$ cat config.mk
export PLATFORM = sky130hd
export DESIGN_NAME = countdown_timer
export DESIGN_NICKNAME = d
export VERILOG_FILES = /design/src/rtl/timer_pkg.sv /design/src/rtl/tick_gen.sv /design/src/rtl/countdown_timer.sv
export SDC_FILE = /design/constraint.sdc
export NUM_CORES = 1
export LEC_CHECK = 0
export ABC_CLOCK_PERIOD_IN_PS = 3100
export CORE_MARGIN = 10
export CORE_UTILIZATION = 58
export CTS_BUF_LIST = sky130_fd_sc_hd__clkbuf_8
export DETAILED_ROUTE_END_ITERATION = 8
export PLACE_DENSITY = 0.83
export SLEW_MARGIN = 15
export SYNTH_ARGS = -nofsm -noshare
export SYNTH_HDL_FRONTEND = slang
export SYNTH_HIERARCHICAL = 1
export SYNTH_SLANG_ARGS = --single-unit
$ cat constraint.sdc
create_clock -name i_clk -period 3.1 [get_ports i_clk]
set_clock_uncertainty 0.1 [all_clocks]
set_input_delay 0.62 -clock i_clk [delete_from_list [all_inputs] [get_ports i_clk]]
set_output_delay 0.62 -clock i_clk [all_outputs]
set_load 0.01 [all_outputs]
$ cat src/rtl/timer_pkg.sv
// Shared state encoding for the countdown timer and anything that decodes o_state.
package timer_pkg;

    localparam int unsigned STATE_W = 2;

    typedef enum logic [STATE_W-1:0] {
        ST_IDLE   = 2'd0,
        ST_RUN    = 2'd1,
        ST_PAUSED = 2'd2,
        ST_DONE   = 2'd3
    } state_e;

endpackage

$ cat src/rtl/tick_gen.sv
// Prescaler: counts 0..PRESCALE-1 while enabled and flags the wrap cycle.
module tick_gen #(
    parameter int unsigned PRESCALE = 25000
) (
    input  logic i_clk,
    input  logic i_reset_n,
    input  logic i_clear,
    input  logic i_enable,
    output logic o_tick_c
);

    localparam int unsigned CNT_W = (PRESCALE > 1) ? $clog2(PRESCALE) : 1;
    localparam logic [CNT_W-1:0] LAST = CNT_W'(PRESCALE - 1);

    logic [CNT_W-1:0] cnt_q;
    logic [CNT_W-1:0] cnt_d;

    // Tick is combinational so the owner can act on the same edge that wraps the counter.
    always_comb begin
        o_tick_c = i_enable && !i_clear && (cnt_q == LAST);
        cnt_d    = cnt_q;
        if (i_clear) begin
            cnt_d = '0;
        end else if (i_enable) begin
            cnt_d = (cnt_q == LAST) ? '0 : cnt_q + CNT_W'(1);
        end
    end

    always_ff @(posedge i_clk or negedge i_reset_n) begin
        if (!i_reset_n) begin
            cnt_q <= '0;
        end else begin
            cnt_q <= cnt_d;
        end
    end

endmodule

$ cat src/rtl/countdown_timer.sv
// Loadable countdown timer with pause/resume, abort and a one-cycle expiry pulse.
module countdown_timer
    import timer_pkg::*;
#(
    parameter int unsigned WIDTH    = 16,
    parameter int unsigned PRESCALE = 25000
) (
    input  logic             i_clk,
    input  logic             i_reset_n,
    input  logic             i_load,
    input  logic [WIDTH-1:0] i_load_value,
    input  logic             i_start,
    input  logic             i_pause,
    input  logic             i_abort,
    output logic [WIDTH-1:0] o_count,
    output logic             o_busy,
    output logic             o_done,
    output logic [1:0]       o_state
);

    state_e           state_q;
    state_e           state_d;
    logic [WIDTH-1:0] count_q;
    logic [WIDTH-1:0] count_d;
    logic [WIDTH-1:0] reload_q;
    logic [WIDTH-1:0] reload_d;
    logic             done_q;
    logic             done_d;
    logic             presc_clr_c;
    logic             presc_en_c;
    logic             tick_c;

    // Prescaler parks at 0 outside RUN/PAUSED, so every fresh run starts phase-aligned;
    // PAUSED holds it for a lossless resume.
    assign presc_clr_c = (state_q == ST_IDLE) || (state_q == ST_DONE);
    assign presc_en_c  = (state_q == ST_RUN) && !i_pause && !i_abort;

    tick_gen #(
        .PRESCALE (PRESCALE)
    ) u_tick_gen (
        .i_clk     (i_clk),
        .i_reset_n (i_reset_n),
        .i_clear   (presc_clr_c),
        .i_enable  (presc_en_c),
        .o_tick_c  (tick_c)
    );

    always_comb begin
        state_d  = state_q;
        count_d  = count_q;
        reload_d = reload_q;
        done_d   = 1'b0;

        if (i_abort) begin
            state_d = ST_IDLE;
            count_d = '0;
        end else begin
            unique case (state_q)
                ST_IDLE: begin
                    if (i_load) begin
                        count_d  = i_load_value;
                        reload_d = i_load_value;
                    end else if (i_start) begin
                        if (count_q != '0) begin
                            state_d = ST_RUN;
                        end else begin
                            state_d = ST_DONE;
                            done_d  = 1'b1;
                        end
                    end
                end
                ST_RUN: begin
                    if (i_pause) begin
                        state_d = ST_PAUSED;
                    end else if (tick_c && (count_q != '0)) begin
                        count_d = count_q - WIDTH'(1);
                        if (count_q == WIDTH'(1)) begin
                            state_d = ST_DONE;
                            done_d  = 1'b1;
                        end
                    end
                end
                ST_PAUSED: begin
                    if (i_start) begin
                        state_d = ST_RUN;
                    end
                end
                ST_DONE: begin
                    if (i_load) begin
                        count_d  = i_load_value;
                        reload_d = i_load_value;
                        state_d  = ST_IDLE;
                    end else if (i_start) begin
                        if (reload_q != '0) begin
                            count_d = reload_q;
                            state_d = ST_RUN;
                        end else begin
                            // Alternate so a held start never yields back-to-back pulses.
                            done_d = !done_q;
                        end
                    end
                end
                default: begin
                    state_d = ST_IDLE;
                end
            endcase
        end
    end

    always_ff @(posedge i_clk or negedge i_reset_n) begin
        if (!i_reset_n) begin
            state_q  <= ST_IDLE;
            count_q  <= '0;
            reload_q <= '0;
            done_q   <= 1'b0;
        end else begin
            state_q  <= state_d;
            count_q  <= count_d;
            reload_q <= reload_d;
            done_q   <= done_d;
        end
    end

    assign o_count = count_q;
    assign o_done  = done_q;
    assign o_state = state_q;
    assign o_busy  = (state_q == ST_RUN) || (state_q == ST_PAUSED);

endmodule

==> metrics.cfg, run 1 <==
[final_layout]
diodes=0
final_cell_mix=dfrtp_1 (50), clkdlybuf4s50_1 (40), a21oi_1 (30)
finalNetCount=426
final_common_cell=dfrtp_1
area_growth_pct=17.3
drive_gt1_frac=0.113
utilization=0.702

[critical_path]
reg2reg_slack_ps=230
arrival_ps=2970
worstPathMaxFanout=16
crit_path_start=u_tick_gen/cnt_q[3]
crit_chain=or4b_4 > or4_1 > nor2_1 > o211a_1 > a211o_1 > and2_4 > mux2_4
cp-start-kind=flop
crit_required_ps=3200
reg2reg_from=u_tick_gen/cnt_q[3]
cp-end-kind=flop
slowest_stage=or4b_4
path_class=reg2reg
reg2reg_to=o_count[3]
critical_path.max_stage_delay_ps=580
r2r_cells=7

[global_routing]
grt.met2_usage=0.332
met3_usage=0.0573
grt-ovfl-total=0
grt_use_met1=0.260
grt_max_degree=22
busiest_layer=met2
grt_usage=0.208
antenna_found_initial=0
grt_pass1_wl_um=15300
grt_pass1_vias=3091

[clocking]
clkTransAtPathRegs_ps=100
clock_latency_ps=320
cts-root-buf=clkbuf_8
tritoncts=done
cts-hold-fix-buffers=0
cts_setup_buffers=0
h-tree-depth=2
cts_resized=0
clock_path_buffers=2
cts_buffers=5
cts_sinks=50

[detailed_routing]
vias=3207
vias_per_cell=6.84
wl_um=9360
drt_iter0_drc=346
ant_nets=0
post_drt_wl_per_cell_um=19.9
drcViolationCount=0
first_pass_iters=6

[flow_run]
maxCapViolCount=0

[hold_path]
hold_path.class=in2async

[synth]
synth_area_per_cell_um2=9.21
yosys-top-cells-area=dfrtp_1 (38%), mux2_2 (5.8%), mux2i_1 (4.9%)
synthesis.nets=388
synth_seq_cells=50
synth_edf_count=0
synth.top_cell.area_share=0.380
syn_area_um2=3300
synth_flop_cell=dfrtp_1
yosys_warnings=6
yosysUniqueCellTypes=57
synthArstFlopShare=1.00
syn_inst=358
synth_top_area_cell=dfrtp_1
ys_seq_area_frac=0.380

[floorplanning]
die_area_um2=9100
rows=27
start_util=0.599
die_h_um=95.4
core_area_um2=5510
dieWidth_um=95.4
io_pins=42

[place]
dp_hpwl_um=6640
routabilityCongestion=0.933
port_buffers=41

[sta]
fin_crit_sh=0.925
setup_violations=0
finalMaxSlewViolations=0
grt_setup_unrepaired=no
finalHoldViolations=0
maxSlewHeadroom=0.292
finalCriticalPeriod_ps=2870
fin_tns_setup_ps=0
tightest_slew_ps=1060
fmax_mhz=349

[outcome]
status=finished clean

[power]
p_leak_uw=0.00158
vdd.ir_drop.worst_uv=416
p_per_area_nw_per_um2=752

[power breakdown]
group	internal (µW)	leakage [µW]	switching [µW]	total, µW
sequential	844	0.000646	239	1080
clock	184	0.0000478	237	421
combinational	649	0.000884	752	1400
total	1680	0.00158	1230	2900
[layout make-up]
class / count / area (µm²)
Timing Repair Buffer: 50 / 485
Multi-Input combinational cell: 275 / 1890
Tap cell: 72 / 90.1
Sequential cell: 50 / 1250
Fill cell: 433 / 1640
Clock buffer: 6 / 82.6
Clock inverter: 2 / 16.3
Inverter: 14 / 52.6
[per-layer routing]
| metal | share of wire | routed length (µm) |
|---|---|---|
| met3 | 0.090 | 840 |
| met4 | 0.031 | 290 |
| met1 | 0.40 | 3790 |
| met2 | 0.47 | 4440 |
| met5 | 0 | 0 |
[metrics by stage]
step	total power [µW]	area (µm²)	instances	hold WS [ps]	worst slack [ps]
after floorplan	1950	3300	358	224	310
after global placement	2410	3770	461	365	350
after detailed placement	2450	3770	461	388	290
after CTS	2880	3860	469	171	266
after global routing	3080	3860	469	167	135
final	2900	3860	469	153	232
[kinds of logic (layout without fill, tap and decap cells)]
kind of cell,Yosys count,in the layout,synth area share
simple gates,126,126,0.214
compound gates,107,107,0.217
flops,50,50,0.380
mux,34,34,0.111
buf+inv,33,72,0.0478
fa+ha+maj,8,8,0.0304
[how the worst max path moves through the flow]
stage | end | slack (ps)
2_1_floorplan | o_count[11] | 310
3_3_place_gp | o_count[3] | 350
3_5_place_dp | o_count[3] | 290
4_1_cts | o_count[3] | 270
5_1_grt | o_count[3] | 130
6_report | o_count[3] | 230
[cells in the mapped netlist (9+ instances only)]
master and n:
a21oi_1 30, a22o_1 9, clkbuf_1 10, dfrtp_1 50, inv_1 13, mux2_2 17, mux2i_1 16, nand2_1 17
nand3_1 23, nor2_1 27, o21ai_0 21
[state kept, by name, summed over array words and instances (netlist names)]
signal	count
o_count	16
o_done	1
o_state	2
reload_q	16
u_tick_gen/cnt_q	15
[critical path: cells and delay by family (launching register included)]
kind | cells | cell delay (ps)
compound gates | 2 | 300
mux | 1 | 310
flops | 1 | 460
simple gates | 4 | 1580
(Power assumes the default switching activity.)
==> inputs of run 2 (changes only) <==
Settings changed: CORE_MARGIN 10 to 5.
==> metrics.cfg, run 2 (same netlist as run 1, synthesis figures left out) <==
[critical_path]
cp-end-kind=flop
reg2reg_slack_ps=270  ; +40 ps
crit_required_ps=3200  ; about the same
cp-start-kind=flop
crit_chain=or4b_4 > or4_1 > nor2_1 > o211a_1 > a211o_1 > and2_4 > mux2_4
critical_path.max_stage_delay_ps=580  ; about the same
arrival_ps=2930  ; -40 ps
slowest_stage=or4b_4
worstPathMaxFanout=16  ; unchanged
path_class=reg2reg

[power]
p_per_area_nw_per_um2=739  ; -1.6%
p_switching_uw=1190  ; -3.2%
switching_share=0.419  ; -0.00388
p_int_uw=1650  ; -1.7%
sequentialPowerShare=0.381  ; +0.008
combPwrFrac=0.489  ; +0.007
vdd.ir_drop.worst_uv=422  ; +1.4%
clockPowerShare=0.130  ; -0.015
p_leak_uw=0.00158  ; about the same

[final_layout]
fillers=441  ; +1.8%
diodes=0  ; unchanged
drive_gt1_frac=0.108  ; -0.00504
multi_input_area_um2=1890  ; unchanged
finalNetCount=427  ; +0.23%
fin_area_um2=3840  ; -0.71%
final_cell_mix=dfrtp_1 (50), clkdlybuf4s50_1 (40), a21oi_1 (30)
area_growth_pct=16.4
seq_area_um2=1250  ; unchanged
finalNonFillerCells=469  ; unchanged
final_common_cell=dfrtp_1

[clocking]
tritoncts=done
cts-hold-fix-buffers=0  ; unchanged
cts_sinks=50  ; unchanged
cts-root-buf=clkbuf_8
clock_path_buffers=2  ; unchanged
cts_setup_buffers=0  ; unchanged
cts_buffers=5  ; unchanged
clkTransAtPathRegs_ps=90  ; about the same
cts_resized=0  ; unchanged
clock_latency_ps=310  ; about the same
h-tree-depth=2  ; unchanged

[sta]
tightest_slew_ps=914  ; -144 ps
grt_setup_unrepaired=no
fin_crit_sh=0.911  ; -0.0139
final.setup.worst_slack_ps=274  ; +43.0 ps
hold_ws_ps=146  ; -7.26 ps
finalMaxSlewViolations=0  ; unchanged
setup_violations=0  ; unchanged
maxSlewHeadroom=0.383  ; +0.0910
fmax_mhz=354  ; +1.5%
fin_tns_setup_ps=0  ; unchanged
finalCriticalPeriod_ps=2830  ; -43.0 ps
finalHoldViolations=0  ; unchanged

[global_routing]
grt_usage=0.248  ; +0.0396
antenna_found_initial=0  ; unchanged
grt-ovfl-total=0  ; unchanged
grt_pass1_vias=2957  ; -4.3%
grt_max_degree=34  ; +55%
grt_pass1_wl_um=14700  ; -3.8%

[detailed_routing]
post_drt_wl_per_cell_um=18.7  ; -6.4%
wl_um=8760  ; -6.4%
vias_per_cell=6.73  ; -1.6%
drcViolationCount=0  ; unchanged
ant_nets=0  ; unchanged
first_pass_iters=6  ; unchanged
vias=3156  ; -1.6%
drt_iter0_drc=239  ; -31%

[place]
dp_hpwl_um=6270  ; -5.6%
routabilityCongestion=0.894  ; -4.2%
placed_cells_incl_taps=462  ; +0.22%
port_buffers=41  ; unchanged
dpl-instance-area_um2=3760  ; -0.13%
dp_slack_ps=320  ; +30.0 ps

[outcome]
status=finished clean

[flow_run]
maxCapViolCount=0  ; unchanged

[floorplanning]
dieWidth_um=85.4  ; -10%
io_pins=42  ; unchanged
rows=27  ; unchanged
core_area_um2=5510  ; unchanged
start_util=0.599  ; unchanged
die_h_um=85.4  ; -10%
die_area_um2=7290  ; -20%

[hold_path]
hold_path.class=in2async

run 2: changes by cell type in the layout (fill, tap and decap cells not counted), sizes merged:
cell and delta:
inv +1, buf +1, clkinvlp -1, clkbuf -1
run 2: through the flow:
stage,util,total power [µW]
after floorplan,-,1950
after global placement,0.683,2420
after detailed placement,0.683,2450
after CTS,0.697,2820
after global routing,0.697,3030
final,0.697,2840
run 2: critical path, delay by kind of cell (launching register included):
family / cells / cell delay [ps]
flops: 1 / 450
simple gates: 4 / 1560
mux: 1 / 310
compound gates: 2 / 300
run 2: final cells by class:
| cell class | instances | share of cell area |
|---|---|---|
| Clock buffer | 5 | 0.0179 |
| Clock inverter | 2 | 0.00196 |
| Inverter | 14 | 0.0137 |
| Multi-Input combinational cell | 275 | 0.492 |
| Sequential cell | 50 | 0.326 |
| Tap cell | 72 | 0.0235 |
| Timing Repair Buffer | 51 | 0.125 |
run 2: path summary, 6_finish.rpt:
path                                       from                   end  cells past startpoint
max                         u_tick_gen/cnt_q[3]            o_count[3]                      7
min                                   i_reset_n   u_tick_gen/cnt_q[7]                      1
max reg2reg                 u_tick_gen/cnt_q[3]            o_count[3]                      7
min reg2reg                u_tick_gen/cnt_q[14]  u_tick_gen/cnt_q[14]                      1
max in group asynchronous             i_reset_n          reload_q[11]                      2
min in group i_clk         u_tick_gen/cnt_q[14]  u_tick_gen/cnt_q[14]                      1
run 2: power by group through the flow:
stage               Sequential [µW]  Combinational, µW  Clock [µW]
floorplan                      1060                897           0
global placement               1070               1340           0
detailed placement             1080               1370           0
CTS                            1070               1370         371
global route                   1120               1520         393
finish                         1080               1390         369
run 2: layer usage:
layer	GRT usage	share of wire
met5	0	0
met1	0.339	0.44
met4	0.0863	0.028
met2	0.402	0.47
met3	0.0340	0.067
==> inputs of run 3 (changes only) <==
Settings changed: CELL_PAD_IN_SITES_DETAIL_PLACEMENT set to 2, CELL_PAD_IN_SITES_GLOBAL_PLACEMENT set to 2, CORE_UTILIZATION 58 to 36.
==> metrics.cfg, run 3 (same netlist as run 1, synthesis figures left out) <==
[sta]
maxSlewHeadroom=0.269  ; -0.114
fin_crit_sh=0.922  ; +0.0108
finalMaxSlewViolations=0  ; unchanged
tightest_slew_ps=1090  ; +178 ps
grt_setup_unrepaired=no
fin_tns_setup_ps=0  ; unchanged
setup_violations=0  ; unchanged
finalCriticalPeriod_ps=2860  ; +33.4 ps
finalHoldViolations=0  ; unchanged
fmax_mhz=350  ; -1.2%
final.setup.worst_slack_ps=241  ; -33.4 ps

[clocking]
clock_path_buffers=2  ; unchanged
cts_buffers=5  ; unchanged
clkTransAtPathRegs_ps=100  ; about the same
clock_latency_ps=310  ; about the same
tritoncts=done
cts_sinks=50  ; unchanged
cts-hold-fix-buffers=0  ; unchanged
cts_resized=0  ; unchanged
h-tree-depth=2  ; unchanged
cts-root-buf=clkbuf_8
cts_setup_buffers=0  ; unchanged

[global_routing]
antenna_found_initial=0  ; unchanged
grt_usage=0.212  ; -0.0357
grt_pass1_vias=3463  ; +17%
grt_pass1_wl_um=19100  ; +30%
grt-ovfl-total=0  ; unchanged
grt_max_degree=37  ; +8.8%

[critical_path]
r2r_cells=8  ; +1
reg2reg_from=u_tick_gen/cnt_q[3]
cp-start-kind=flop
arrival_ps=2970  ; +40 ps
slowest_stage=or4b_4
reg2reg_slack_ps=240  ; -30 ps
reg2reg_to=o_count[5]
path_class=reg2reg
worstPathMaxFanout=15  ; -1
cp-end-kind=flop
crit_chain=or4b_4 > or4_1 > nor2_1 > o211a_1 > a211o_1 > buf_4 > nand3_1 > a22o_1
crit_required_ps=3210  ; about the same
critical_path.max_stage_delay_ps=570  ; about the same

[power]
p_leak_uw=0.00159  ; +0.96%
vdd.ir_drop.worst_uv=211  ; -50%
p_per_area_nw_per_um2=780  ; +5.5%

[detailed_routing]
vias=3084  ; -2.3%
first_pass_iters=4  ; -2
post_drt_wl_per_cell_um=22.5  ; +20%
ant_nets=0  ; unchanged
wl_um=11400  ; +31%
drcViolationCount=0  ; unchanged
drt_iter0_drc=65  ; -73%
vias_per_cell=6.06  ; -10%

[floorplanning]
rows=35  ; +30%
start_util=0.364  ; -0.235
core_area_um2=9060  ; +65%
dieWidth_um=106  ; +24%
die_h_um=106  ; +24%
io_pins=42  ; unchanged
die_area_um2=11200  ; +53%

[final_layout]
area_growth_pct=18.8
finalNetCount=427  ; unchanged
final_common_cell=dfrtp_1
diodes=0  ; unchanged
drive_gt1_frac=0.111  ; +0.00224
final_cell_mix=dfrtp_1 (50), clkdlybuf4s50_1 (40), a21oi_1 (30)

[place]
dp_hpwl_um=8470  ; +35%
routabilityCongestion=0.849  ; -5.0%
dp_slack_ps=213  ; -107 ps
port_buffers=41  ; unchanged

[outcome]
status=finished clean

[hold_path]
hold_path.class=in2async

[flow_run]
maxCapViolCount=0  ; unchanged

[run 3: changes by cell type in the layout (fill, tap and decap cells not counted)]
| cell | delta |
|---|---|
| bufinv_16 | +1 |
[run 3: layout make-up]
class                   count  area, µm²
flip-flops and latches     50       1250
well taps                 111        139
fillers                   995       5150
clock buffers               5       68.8
inverters                  14       52.6
repair buffers             51        480
multi-input cells         275       1890
clock inverters             3       37.5
[run 3: power breakdown]
group / switching [µW] / internal, µW
clock: 231 / 236
combinational: 824 / 664
sequential: 256 / 844
[run 3: metrics by stage]
step	utilization	instance area [µm²]	instances	hold WS, ps	total power (µW)
after CTS	0.432	3920	509	104	3070
after floorplan	-	3300	358	224	1950
after detailed placement	0.420	3810	501	388	2580
after global routing	0.432	3920	509	110	3250
after global placement	0.420	3810	501	372	2490
final	0.432	3920	509	87.7	3050
[run 3: worst max-delay path: cells and delay by family, from the launching register on]
family,cells,cell delay (ps)
flops,1,460
simple gates,4,1420
compound gates,3,560
buf+inv,1,230
[run 3: layer usage]
layer | global-route usage | share of wire | vias up
li1 | - | - | 1434
met1 | 0.278 | 0.46 | 1583
met2 | 0.364 | 0.49 | 53
met3 | 0.0343 | 0.030 | 14
met4 | 0.0546 | 0.013 | 0
met5 | 0 | 0 | -
[run 3: how the worst max path moves through the flow]
stage | start | to | slack, ps | depth (start not counted)
2_1_floorplan | u_tick_gen/cnt_q[3] | o_count[11] | 310 | 8
3_3_place_gp | u_tick_gen/cnt_q[3] | o_count[3] | 330 | 7
3_5_place_dp | i_pause | o_count[5] | 210 | 10
4_1_cts | u_tick_gen/cnt_q[3] | o_count[5] | 250 | 8
5_1_grt | u_tick_gen/cnt_q[3] | o_count[5] | 160 | 8
6_report | u_tick_gen/cnt_q[3] | o_count[5] | 240 | 8
